### src/rtl/vga_timing_pkg.sv
// Shared 800x600@72 timing constants, colour codes and the delay-line payload type.
package vga_timing_pkg;

  localparam int CNT_W = 11;
  localparam int CNT_MAX = (1 << CNT_W) - 1;

  localparam int H_VISIBLE_DEF = 800;
  localparam int H_FRONT_DEF   = 56;
  localparam int H_SYNC_DEF    = 120;
  localparam int H_BACK_DEF    = 64;
  localparam int V_VISIBLE_DEF = 600;
  localparam int V_FRONT_DEF   = 37;
  localparam int V_SYNC_DEF    = 6;
  localparam int V_BACK_DEF    = 23;

  function automatic int span_total(int vis, int front, int sync, int back);
    return vis + front + sync + back;
  endfunction

  localparam int H_TOTAL_DEF = span_total(H_VISIBLE_DEF, H_FRONT_DEF, H_SYNC_DEF, H_BACK_DEF);
  localparam int V_TOTAL_DEF = span_total(V_VISIBLE_DEF, V_FRONT_DEF, V_SYNC_DEF, V_BACK_DEF);

  typedef logic [2:0] rgb_t;

  localparam rgb_t BLACK  = 3'b000;
  localparam rgb_t RED    = 3'b100;
  localparam rgb_t YELLOW = 3'b110;
  localparam rgb_t WHITE  = 3'b111;
  localparam rgb_t BLUE   = 3'b001;

  // Raster attributes travelling alongside the game engine's pixel latency.
  typedef struct packed {
    logic       hs;
    logic       vs;
    logic       active;
    logic [2:0] bar;
  } tmg_t;

endpackage

### src/rtl/vga_timing_controller_if.sv
// Pixel-side bundle between the timing controller, game_engine and the VGA pins.
interface vga_timing_controller_if;
  import vga_timing_pkg::*;

  rgb_t             PIXEL;
  logic             TEST_PATTERN;
  logic [CNT_W-1:0] PIXEL_H;
  logic [CNT_W-1:0] PIXEL_V;
  logic             ACTIVE;
  logic             FRAME_START;
  logic             VGA_HS;
  logic             VGA_VS;
  logic             VGA_R;
  logic             VGA_G;
  logic             VGA_B;

  modport master (
    input  PIXEL, TEST_PATTERN,
    output PIXEL_H, PIXEL_V, ACTIVE, FRAME_START,
    output VGA_HS, VGA_VS, VGA_R, VGA_G, VGA_B
  );

  modport slave (
    output PIXEL, TEST_PATTERN,
    input  PIXEL_H, PIXEL_V, ACTIVE, FRAME_START,
    input  VGA_HS, VGA_VS, VGA_R, VGA_G, VGA_B
  );

endinterface

### src/rtl/vga_delay_line.sv
// Fixed-depth shift register, DEPTH clocks of latency, reset loads RST_VAL into every stage.
module vga_delay_line #(
  parameter int                 WIDTH   = 6,
  parameter int                 DEPTH   = 1,
  parameter logic [WIDTH-1:0]   RST_VAL = '0
) (
  input  logic             clk_i,
  input  logic             rst_i,
  input  logic [WIDTH-1:0] din_i,
  output logic [WIDTH-1:0] dout_o
);

  logic [WIDTH-1:0] stage_q [DEPTH];

  always_ff @(posedge clk_i) begin
    if (rst_i) begin
      for (int i = 0; i < DEPTH; i++) stage_q[i] <= RST_VAL;
    end else begin
      stage_q[0] <= din_i;
      for (int i = 1; i < DEPTH; i++) stage_q[i] <= stage_q[i-1];
    end
  end

  assign dout_o = stage_q[DEPTH-1];

endmodule

### src/rtl/vga_timing_controller.sv
// VGA raster generator: free-running counters, syncs/colour out PIXEL_LATENCY+1 clocks after coordinate.
// No back-pressure; PIXEL sampled every clock. VGA_TEST_PATTERN_EN adds a colour-bar source.
module vga_timing_controller
  import vga_timing_pkg::*;
#(
  parameter int H_VISIBLE     = H_VISIBLE_DEF,
  parameter int H_FRONT       = H_FRONT_DEF,
  parameter int H_SYNC        = H_SYNC_DEF,
  parameter int H_BACK        = H_BACK_DEF,
  parameter int V_VISIBLE     = V_VISIBLE_DEF,
  parameter int V_FRONT       = V_FRONT_DEF,
  parameter int V_SYNC        = V_SYNC_DEF,
  parameter int V_BACK        = V_BACK_DEF,
  parameter bit SYNC_ACTIVE   = 1'b1,
  parameter int PIXEL_LATENCY = 1
) (
  input  logic                    VGA_CLOCK,
  input  logic                    RESET,
  vga_timing_controller_if.master vga_if
);

  localparam int H_TOTAL = span_total(H_VISIBLE, H_FRONT, H_SYNC, H_BACK);
  localparam int V_TOTAL = span_total(V_VISIBLE, V_FRONT, V_SYNC, V_BACK);

  if (H_TOTAL > CNT_MAX || V_TOTAL > CNT_MAX || PIXEL_LATENCY < 1) begin : g_param_check
    $error("vga_timing_controller: totals must fit 11 bits and PIXEL_LATENCY must be >= 1");
  end

  localparam logic [CNT_W-1:0] H_LAST   = CNT_W'(H_TOTAL - 1);
  localparam logic [CNT_W-1:0] V_LAST   = CNT_W'(V_TOTAL - 1);
  localparam logic [CNT_W-1:0] H_VIS    = CNT_W'(H_VISIBLE);
  localparam logic [CNT_W-1:0] V_VIS    = CNT_W'(V_VISIBLE);
  localparam logic [CNT_W-1:0] HS_FIRST = CNT_W'(H_VISIBLE + H_FRONT);
  localparam logic [CNT_W-1:0] HS_LAST  = CNT_W'(H_VISIBLE + H_FRONT + H_SYNC - 1);
  localparam logic [CNT_W-1:0] VS_FIRST = CNT_W'(V_VISIBLE + V_FRONT);
  localparam logic [CNT_W-1:0] VS_LAST  = CNT_W'(V_VISIBLE + V_FRONT + V_SYNC - 1);

  logic [CNT_W-1:0] h_q, h_d, v_q, v_d;
  logic             fs_q, fs_d;
  rgb_t             rgb_q, rgb_d;
  logic             hs_q, hs_d, vs_q, vs_d;
  logic             active_raw;
  tmg_t             tmg_raw, tmg_dly;

  always_comb begin
    h_d  = h_q + CNT_W'(1);
    v_d  = v_q;
    fs_d = 1'b0;
    if (h_q == H_LAST) begin
      h_d = '0;
      if (v_q == V_LAST) begin
        v_d  = '0;
        fs_d = 1'b1;
      end else begin
        v_d = v_q + CNT_W'(1);
      end
    end
  end

  always_ff @(posedge VGA_CLOCK) begin
    if (RESET) begin
      h_q  <= '0;
      v_q  <= '0;
      fs_q <= 1'b0;
    end else begin
      h_q  <= h_d;
      v_q  <= v_d;
      fs_q <= fs_d;
    end
  end

  assign active_raw     = (h_q < H_VIS) && (v_q < V_VIS);
  assign tmg_raw.hs     = (h_q >= HS_FIRST) && (h_q <= HS_LAST);
  assign tmg_raw.vs     = (v_q >= VS_FIRST) && (v_q <= VS_LAST);
  assign tmg_raw.active = active_raw;
  assign tmg_raw.bar    = h_q[9:7];

  // Cleared stages decode as blank with syncs inactive regardless of polarity.
  vga_delay_line #(
    .WIDTH   ($bits(tmg_t)),
    .DEPTH   (PIXEL_LATENCY),
    .RST_VAL ({$bits(tmg_t){1'b0}})
  ) u_delay (
    .clk_i  (VGA_CLOCK),
    .rst_i  (RESET),
    .din_i  (tmg_raw),
    .dout_o (tmg_dly)
  );

  always_comb begin
    rgb_d = tmg_dly.active ? vga_if.PIXEL : BLACK;
`ifdef VGA_TEST_PATTERN_EN
    if (vga_if.TEST_PATTERN) rgb_d = tmg_dly.active ? tmg_dly.bar : BLACK;
`endif
    hs_d = tmg_dly.hs ? SYNC_ACTIVE : ~SYNC_ACTIVE;
    vs_d = tmg_dly.vs ? SYNC_ACTIVE : ~SYNC_ACTIVE;
  end

`ifndef VGA_TEST_PATTERN_EN
  logic unused_test_pattern;
  assign unused_test_pattern = ^{vga_if.TEST_PATTERN, tmg_dly.bar};
`endif

  always_ff @(posedge VGA_CLOCK) begin
    if (RESET) begin
      rgb_q <= BLACK;
      hs_q  <= ~SYNC_ACTIVE;
      vs_q  <= ~SYNC_ACTIVE;
    end else begin
      rgb_q <= rgb_d;
      hs_q  <= hs_d;
      vs_q  <= vs_d;
    end
  end

  assign vga_if.PIXEL_H     = h_q;
  assign vga_if.PIXEL_V     = v_q;
  assign vga_if.ACTIVE      = active_raw;
  assign vga_if.FRAME_START = fs_q;
  assign vga_if.VGA_HS      = hs_q;
  assign vga_if.VGA_VS      = vs_q;
  assign vga_if.VGA_R       = rgb_q[2];
  assign vga_if.VGA_G       = rgb_q[1];
  assign vga_if.VGA_B       = rgb_q[0];

endmodule

### src/flat_wrapper.sv
// flat-port wrapper written by rule: the top's interface ports become plain ports
module vga_timing_controller_flat import vga_timing_pkg::*;
#(
  parameter int H_VISIBLE     = H_VISIBLE_DEF,
  parameter int H_FRONT       = H_FRONT_DEF,
  parameter int H_SYNC        = H_SYNC_DEF,
  parameter int H_BACK        = H_BACK_DEF,
  parameter int V_VISIBLE     = V_VISIBLE_DEF,
  parameter int V_FRONT       = V_FRONT_DEF,
  parameter int V_SYNC        = V_SYNC_DEF,
  parameter int V_BACK        = V_BACK_DEF,
  parameter bit SYNC_ACTIVE   = 1'b1,
  parameter int PIXEL_LATENCY = 1
)
  (VGA_CLOCK, RESET, vga_if_PIXEL, vga_if_TEST_PATTERN, vga_if_PIXEL_H, vga_if_PIXEL_V, vga_if_ACTIVE, vga_if_FRAME_START, vga_if_VGA_HS, vga_if_VGA_VS, vga_if_VGA_R, vga_if_VGA_G, vga_if_VGA_B);
  vga_timing_controller_if vga_if_i ();
  input  logic VGA_CLOCK;
  input  logic RESET;
  input wire logic [$bits(vga_if_i.PIXEL)-1:0] vga_if_PIXEL;
  input wire logic [$bits(vga_if_i.TEST_PATTERN)-1:0] vga_if_TEST_PATTERN;
  output wire logic [$bits(vga_if_i.PIXEL_H)-1:0] vga_if_PIXEL_H;
  output wire logic [$bits(vga_if_i.PIXEL_V)-1:0] vga_if_PIXEL_V;
  output wire logic [$bits(vga_if_i.ACTIVE)-1:0] vga_if_ACTIVE;
  output wire logic [$bits(vga_if_i.FRAME_START)-1:0] vga_if_FRAME_START;
  output wire logic [$bits(vga_if_i.VGA_HS)-1:0] vga_if_VGA_HS;
  output wire logic [$bits(vga_if_i.VGA_VS)-1:0] vga_if_VGA_VS;
  output wire logic [$bits(vga_if_i.VGA_R)-1:0] vga_if_VGA_R;
  output wire logic [$bits(vga_if_i.VGA_G)-1:0] vga_if_VGA_G;
  output wire logic [$bits(vga_if_i.VGA_B)-1:0] vga_if_VGA_B;
  assign vga_if_i.PIXEL = vga_if_PIXEL;
  assign vga_if_i.TEST_PATTERN = vga_if_TEST_PATTERN;
  assign vga_if_PIXEL_H = vga_if_i.PIXEL_H;
  assign vga_if_PIXEL_V = vga_if_i.PIXEL_V;
  assign vga_if_ACTIVE = vga_if_i.ACTIVE;
  assign vga_if_FRAME_START = vga_if_i.FRAME_START;
  assign vga_if_VGA_HS = vga_if_i.VGA_HS;
  assign vga_if_VGA_VS = vga_if_i.VGA_VS;
  assign vga_if_VGA_R = vga_if_i.VGA_R;
  assign vga_if_VGA_G = vga_if_i.VGA_G;
  assign vga_if_VGA_B = vga_if_i.VGA_B;
  vga_timing_controller #(.H_VISIBLE(H_VISIBLE), .H_FRONT(H_FRONT), .H_SYNC(H_SYNC), .H_BACK(H_BACK), .V_VISIBLE(V_VISIBLE), .V_FRONT(V_FRONT), .V_SYNC(V_SYNC), .V_BACK(V_BACK), .SYNC_ACTIVE(SYNC_ACTIVE), .PIXEL_LATENCY(PIXEL_LATENCY)) u_core (.VGA_CLOCK(VGA_CLOCK), .RESET(RESET), .vga_if(vga_if_i));
endmodule
### config.mk
export PLATFORM = sky130hd
export DESIGN_NAME = vga_timing_controller_flat
export DESIGN_NICKNAME = d
export VERILOG_FILES = /design/src/rtl/vga_timing_pkg.sv /design/src/rtl/vga_timing_controller_if.sv /design/src/rtl/vga_delay_line.sv /design/src/rtl/vga_timing_controller.sv /design/src/flat_wrapper.sv
export SDC_FILE = /design/constraint.sdc
export NUM_CORES = 1
export LEC_CHECK = 0
export CORE_ASPECT_RATIO = 0.7
export CORE_UTILIZATION = 30
export CTS_CLUSTER_SIZE = 20
export DETAILED_ROUTE_END_ITERATION = 6
export GPL_TIMING_DRIVEN = 0
export PLACE_DENSITY_LB_ADDON = 0.05
export SLEW_MARGIN = 25
export SYNTH_ARGS = -nofsm -noshare
export SYNTH_HDL_FRONTEND = slang
export SYNTH_SLANG_ARGS = --single-unit
### constraint.sdc
create_clock -name VGA_CLOCK -period 1.6 [get_ports VGA_CLOCK]
set_input_delay 0.4 -clock VGA_CLOCK [delete_from_list [all_inputs] [get_ports VGA_CLOCK]]
set_output_delay 0.4 -clock VGA_CLOCK [all_outputs]
set_load 0.02 [all_outputs]
==> impl_summary.md <==
Run status
The run finished, with violations left. The final reports fail on negative setup slack.

Logic synthesis
The commonest cells after synthesis are sky130_fd_sc_hd__dfxtp_1 (31), sky130_fd_sc_hd__nor2_1 (24), sky130_fd_sc_hd__inv_1 (12). The share of async-settable or async-resettable flops after synthesis is 0. The area fraction of the dominant cell type after synthesis is 0.418.

sky130_fd_sc_hd__dfxtp_1 is the most common cell in the netlist. The post-synthesis sequential area ratio is 0.418. Ranked by total cell area, the synthesized netlist is headed by sky130_fd_sc_hd__dfxtp_1 (42%), sky130_fd_sc_hd__nor2_1 (6.1%), sky130_fd_sc_hd__xnor2_1 (5.9%). The leading area contributor after synthesis is sky130_fd_sc_hd__dfxtp_1. Synthesis produced 170 cells. After synthesis the cells add up to between 1000 and 1500 µm². Counting every net in the synthesized netlist gives around 180. The number of distinct standard cells referenced by the synthesized netlist is 40. The count of synthesis-stage warnings from yosys is 0.

The average size of a mapped cell is just under 9 µm². The dominant synthesized flop cell is sky130_fd_sc_hd__dfxtp_1. Synthesis inferred 31 register bits.

In this run, synthesis inferred 0 flip-flops with an integrated enable.

Setup path
The type of destination of the critical path is a primary output. The worst register-to-register path begins at u_core.vga_if.PIXEL_H[8]. STA classifies the critical path startpoint as a flip-flop.

For the worst setup path, the data arrival time is approximately 1.5 ns. The critical setup path kind is flip-flop to primary output. For the worst setup path, the data required time is approximately 1.2 ns. The worst register-to-register path has a depth of 4. Along the worst path, the maximum fanout reaches 5. The most critical setup path has its startpoint at u_core.vga_if.PIXEL_H[7].

CTS
The number of H-tree branching levels is 2. The clock root buffer is sky130_fd_sc_hd__clkbuf_8. The number of clock buffers inserted by TritonCTS is 5. The number of buffers added to fix hold violations after cts is 0.

After clock tree synthesis, the clock-pin slew on the worst setup and hold paths is approximately 0.060 ns. The worst-skew pair later-pin latency is between 0.2 and 0.3 ns. The number of buffers between clock root and the deepest sink is 2. The number of clock sinks is 31.

The TritonCTS clock tree is done.

Floorplan
The number of ports placed on the die boundary is 35. The effective utilization at floorplan is 0.312. The count of standard-cell rows is 21.

The die outline width is approximately 86 µm. The floorplan step defined a core boundary enclosing 4760 µm². The die covers approximately 5200 µm². The die is around 61 µm tall.

Global route
The initial antenna violation count came to 0. The number of global-route vias before repair is about 1200. Entering global routing, the biggest net connects 11 pins.

For this run, the total global-route usage over all layers was measured as 0.154. Global routing finished with a remaining overflow of 0. The global-route wire length before repair is between 5 and 6 mm.

Routing
The overall routed net length is around 4.1 mm. Wire segments on met3 add up to about 170 µm in the final route. The first-pass iteration count of the detailed router is 4.

After the first detailed-routing iteration, the DRC count stood at 66. The number of remaining DRC errors is 0. The count of nets left with antenna violations once routing finished came out at 0. In the detailed route, the total length drawn on met2 is approximately 1.8 mm. The highest layer touched by signal routing is met4. For this block, wires on met1 add up to 2.17 mm. In the final routed layout, each cell accounts on average for around 14 µm. The total number of vias is between 1000 and 1500. Using the TritonRoute via totals, the vias-per-cell ratio works out to 4.84.

Timing
At the pin with the least slew margin, the transition time is just under 0.6 ns. Setup repair after global routing could not meet its margin everywhere. The number of pins with negative max-slew slack in the final report is 0. Setup violations remaining at the end of the flow were counted as 2. The final-report hold violation count is 0.

The worst pin sits at a relative slew slack of 0.605. In the finished design, the share of the clock period the worst path needs comes to 1.20. In the final timing run, aggregate negative setup slack is -0.356 ns.

The final worst clock skew is around 0.0058 ns. The worst setup margin is -0.318 ns. Static timing analysis puts the maximum clock frequency at about 520 MHz. For the finished layout, the period the worst path requires is about 1.9 ns.

Finish
The area of combinational cells with multiple inputs is 896 µm². The final net count is between 200 and 250. Summing all flip-flop and latch instances after layout gives about 660 µm².

0 antenna diodes ended up in the layout. The fraction of final layout cells with drive strength greater than 1 is 0.321. The filler cell count is 454.

Relative to the synthesized area, the layout overhead comes to 50.9%.

Power
The standby leakage power is between 0.001 and 0.0015 µW. Dividing total power by cell area gives a power density of ~650 nW/µm². VDD sags by at most roughly 0.3 mV.

The total power is about 1500 µW.

Worst hold path
The number of stages on the worst hold path is 1. The kind of path behind the tightest hold check is flip-flop to flip-flop. The startpoint identified for the worst hold timing path is u_core.u_delay.stage_q[0][4].

Place
The HPWL after detailed placement is about 2.6 mm. The global placement routability congestion is between 0.7 and 0.8. Timing analysis after detailed placement gives a worst setup slack of -0.655 ns.

The count of buffers added on input and output ports is 32.

Flow run
Max-cap violations in this run came to 0.
## cell type report
class,count,area share
plain buffers,8,0.0341
clock buffers,7,0.0341
clock inverters,1,0.00223
inverters,12,0.0201
multi-input cells,117,0.400
flip-flops and latches,31,0.293
well taps,69,0.0385
repair buffers,45,0.178
## cells in the final DEF, fill, tap and decap left out, drive strengths merged, types with 3 or more instances in the layout
cell / synthesis / layout
dfxtp: 31 / 31
nor2: 24 / 24
dlygate4sd2: 0 / 21
buf: 7 / 20
inv: 12 / 12
xnor2: 10 / 10
clkbuf: 4 / 10
nand2: 7 / 7
a21oi: 7 / 7
o21ai: 7 / 7
dlymetal6s2s: 0 / 6
nand4: 6 / 6
and2: 5 / 5
or3: 5 / 5
ha: 5 / 5
nand3: 4 / 4
nor3: 4 / 4
and3: 4 / 4
nor4: 3 / 3
nor2b: 3 / 3
xor2: 3 / 3
clkdlybuf4s50: 0 / 3
## worst max-delay path, stage by stage, from the launching register on
cell,delay [ns]
sky130_fd_sc_hd__dfxtp_4,0.37
sky130_fd_sc_hd__nor3_4,0.21
sky130_fd_sc_hd__nor2_2,0.07
sky130_fd_sc_hd__a2111oi_4,0.38
sky130_fd_sc_hd__buf_4,0.21
## power breakdown
group | internal [µW] | switching [µW] | total, µW
clock | 305 | 290 | 595
combinational | 39.3 | 43.9 | 83.1
sequential | 776 | 10.7 | 786
## routing by layer
metal  vias to the layer above  global-route usage
li1                        683                   -
met1                       680               0.222
met5                         -                   0
met4                         0              0.0500
met2                        36               0.223
met3                         5              0.0422
## state kept, by name, indices dropped and copies added (netlist names)
register	cells
u_core.u_delay.stage_q	3
u_core.vga_if.PIXEL_V	11
u_core.vga_if.FRAME_START	1
u_core.vga_if.VGA_VS	1
u_core.vga_if.VGA_HS	1
u_core.rgb_q	3
u_core.vga_if.PIXEL_H	11
## stage by stage
step,instances,util,area (µm²),hold slack (ns)
final,290,0.471,2240,0.451
after global routing,290,0.471,2240,0.470
after CTS,286,0.449,2140,0.455
after detailed placement,271,0.414,1970,0.441
after global placement,271,0.414,1970,0.422
after floorplan,170,-,1560,0.414
## final timing paths
kind	end	slack, ns
min	u_core.vga_if.VGA_VS	0.45
max reg2reg	u_core.vga_if.PIXEL_V[10]	-0.04
min reg2reg	u_core.vga_if.VGA_VS	0.45
max	vga_if_ACTIVE	-0.32
## what timing repair did
action / 4_1_cts / 5_1_grt
setup endpoints to repair: 45 / 29
gates resized for setup: 50 / 29
gates cloned: 1 / 1
pin swaps: 10 / 12
buffers inserted: 8 / 4
## cell families (layout without fill, tap and decap cells)
| logic type | after synthesis | after routing | synth area share |
|---|---|---|---|
| compound gates | 24 | 25 | 0.104 |
| buf+inv | 23 | 73 | 0.0699 |
| flops | 31 | 31 | 0.418 |
| mux | 1 | 1 | 0.00758 |
| simple gates | 73 | 73 | 0.281 |
| xor+xnor | 13 | 13 | 0.0767 |
| fa+ha+maj | 5 | 5 | 0.0421 |
Power figures use the tool's default switching activity.
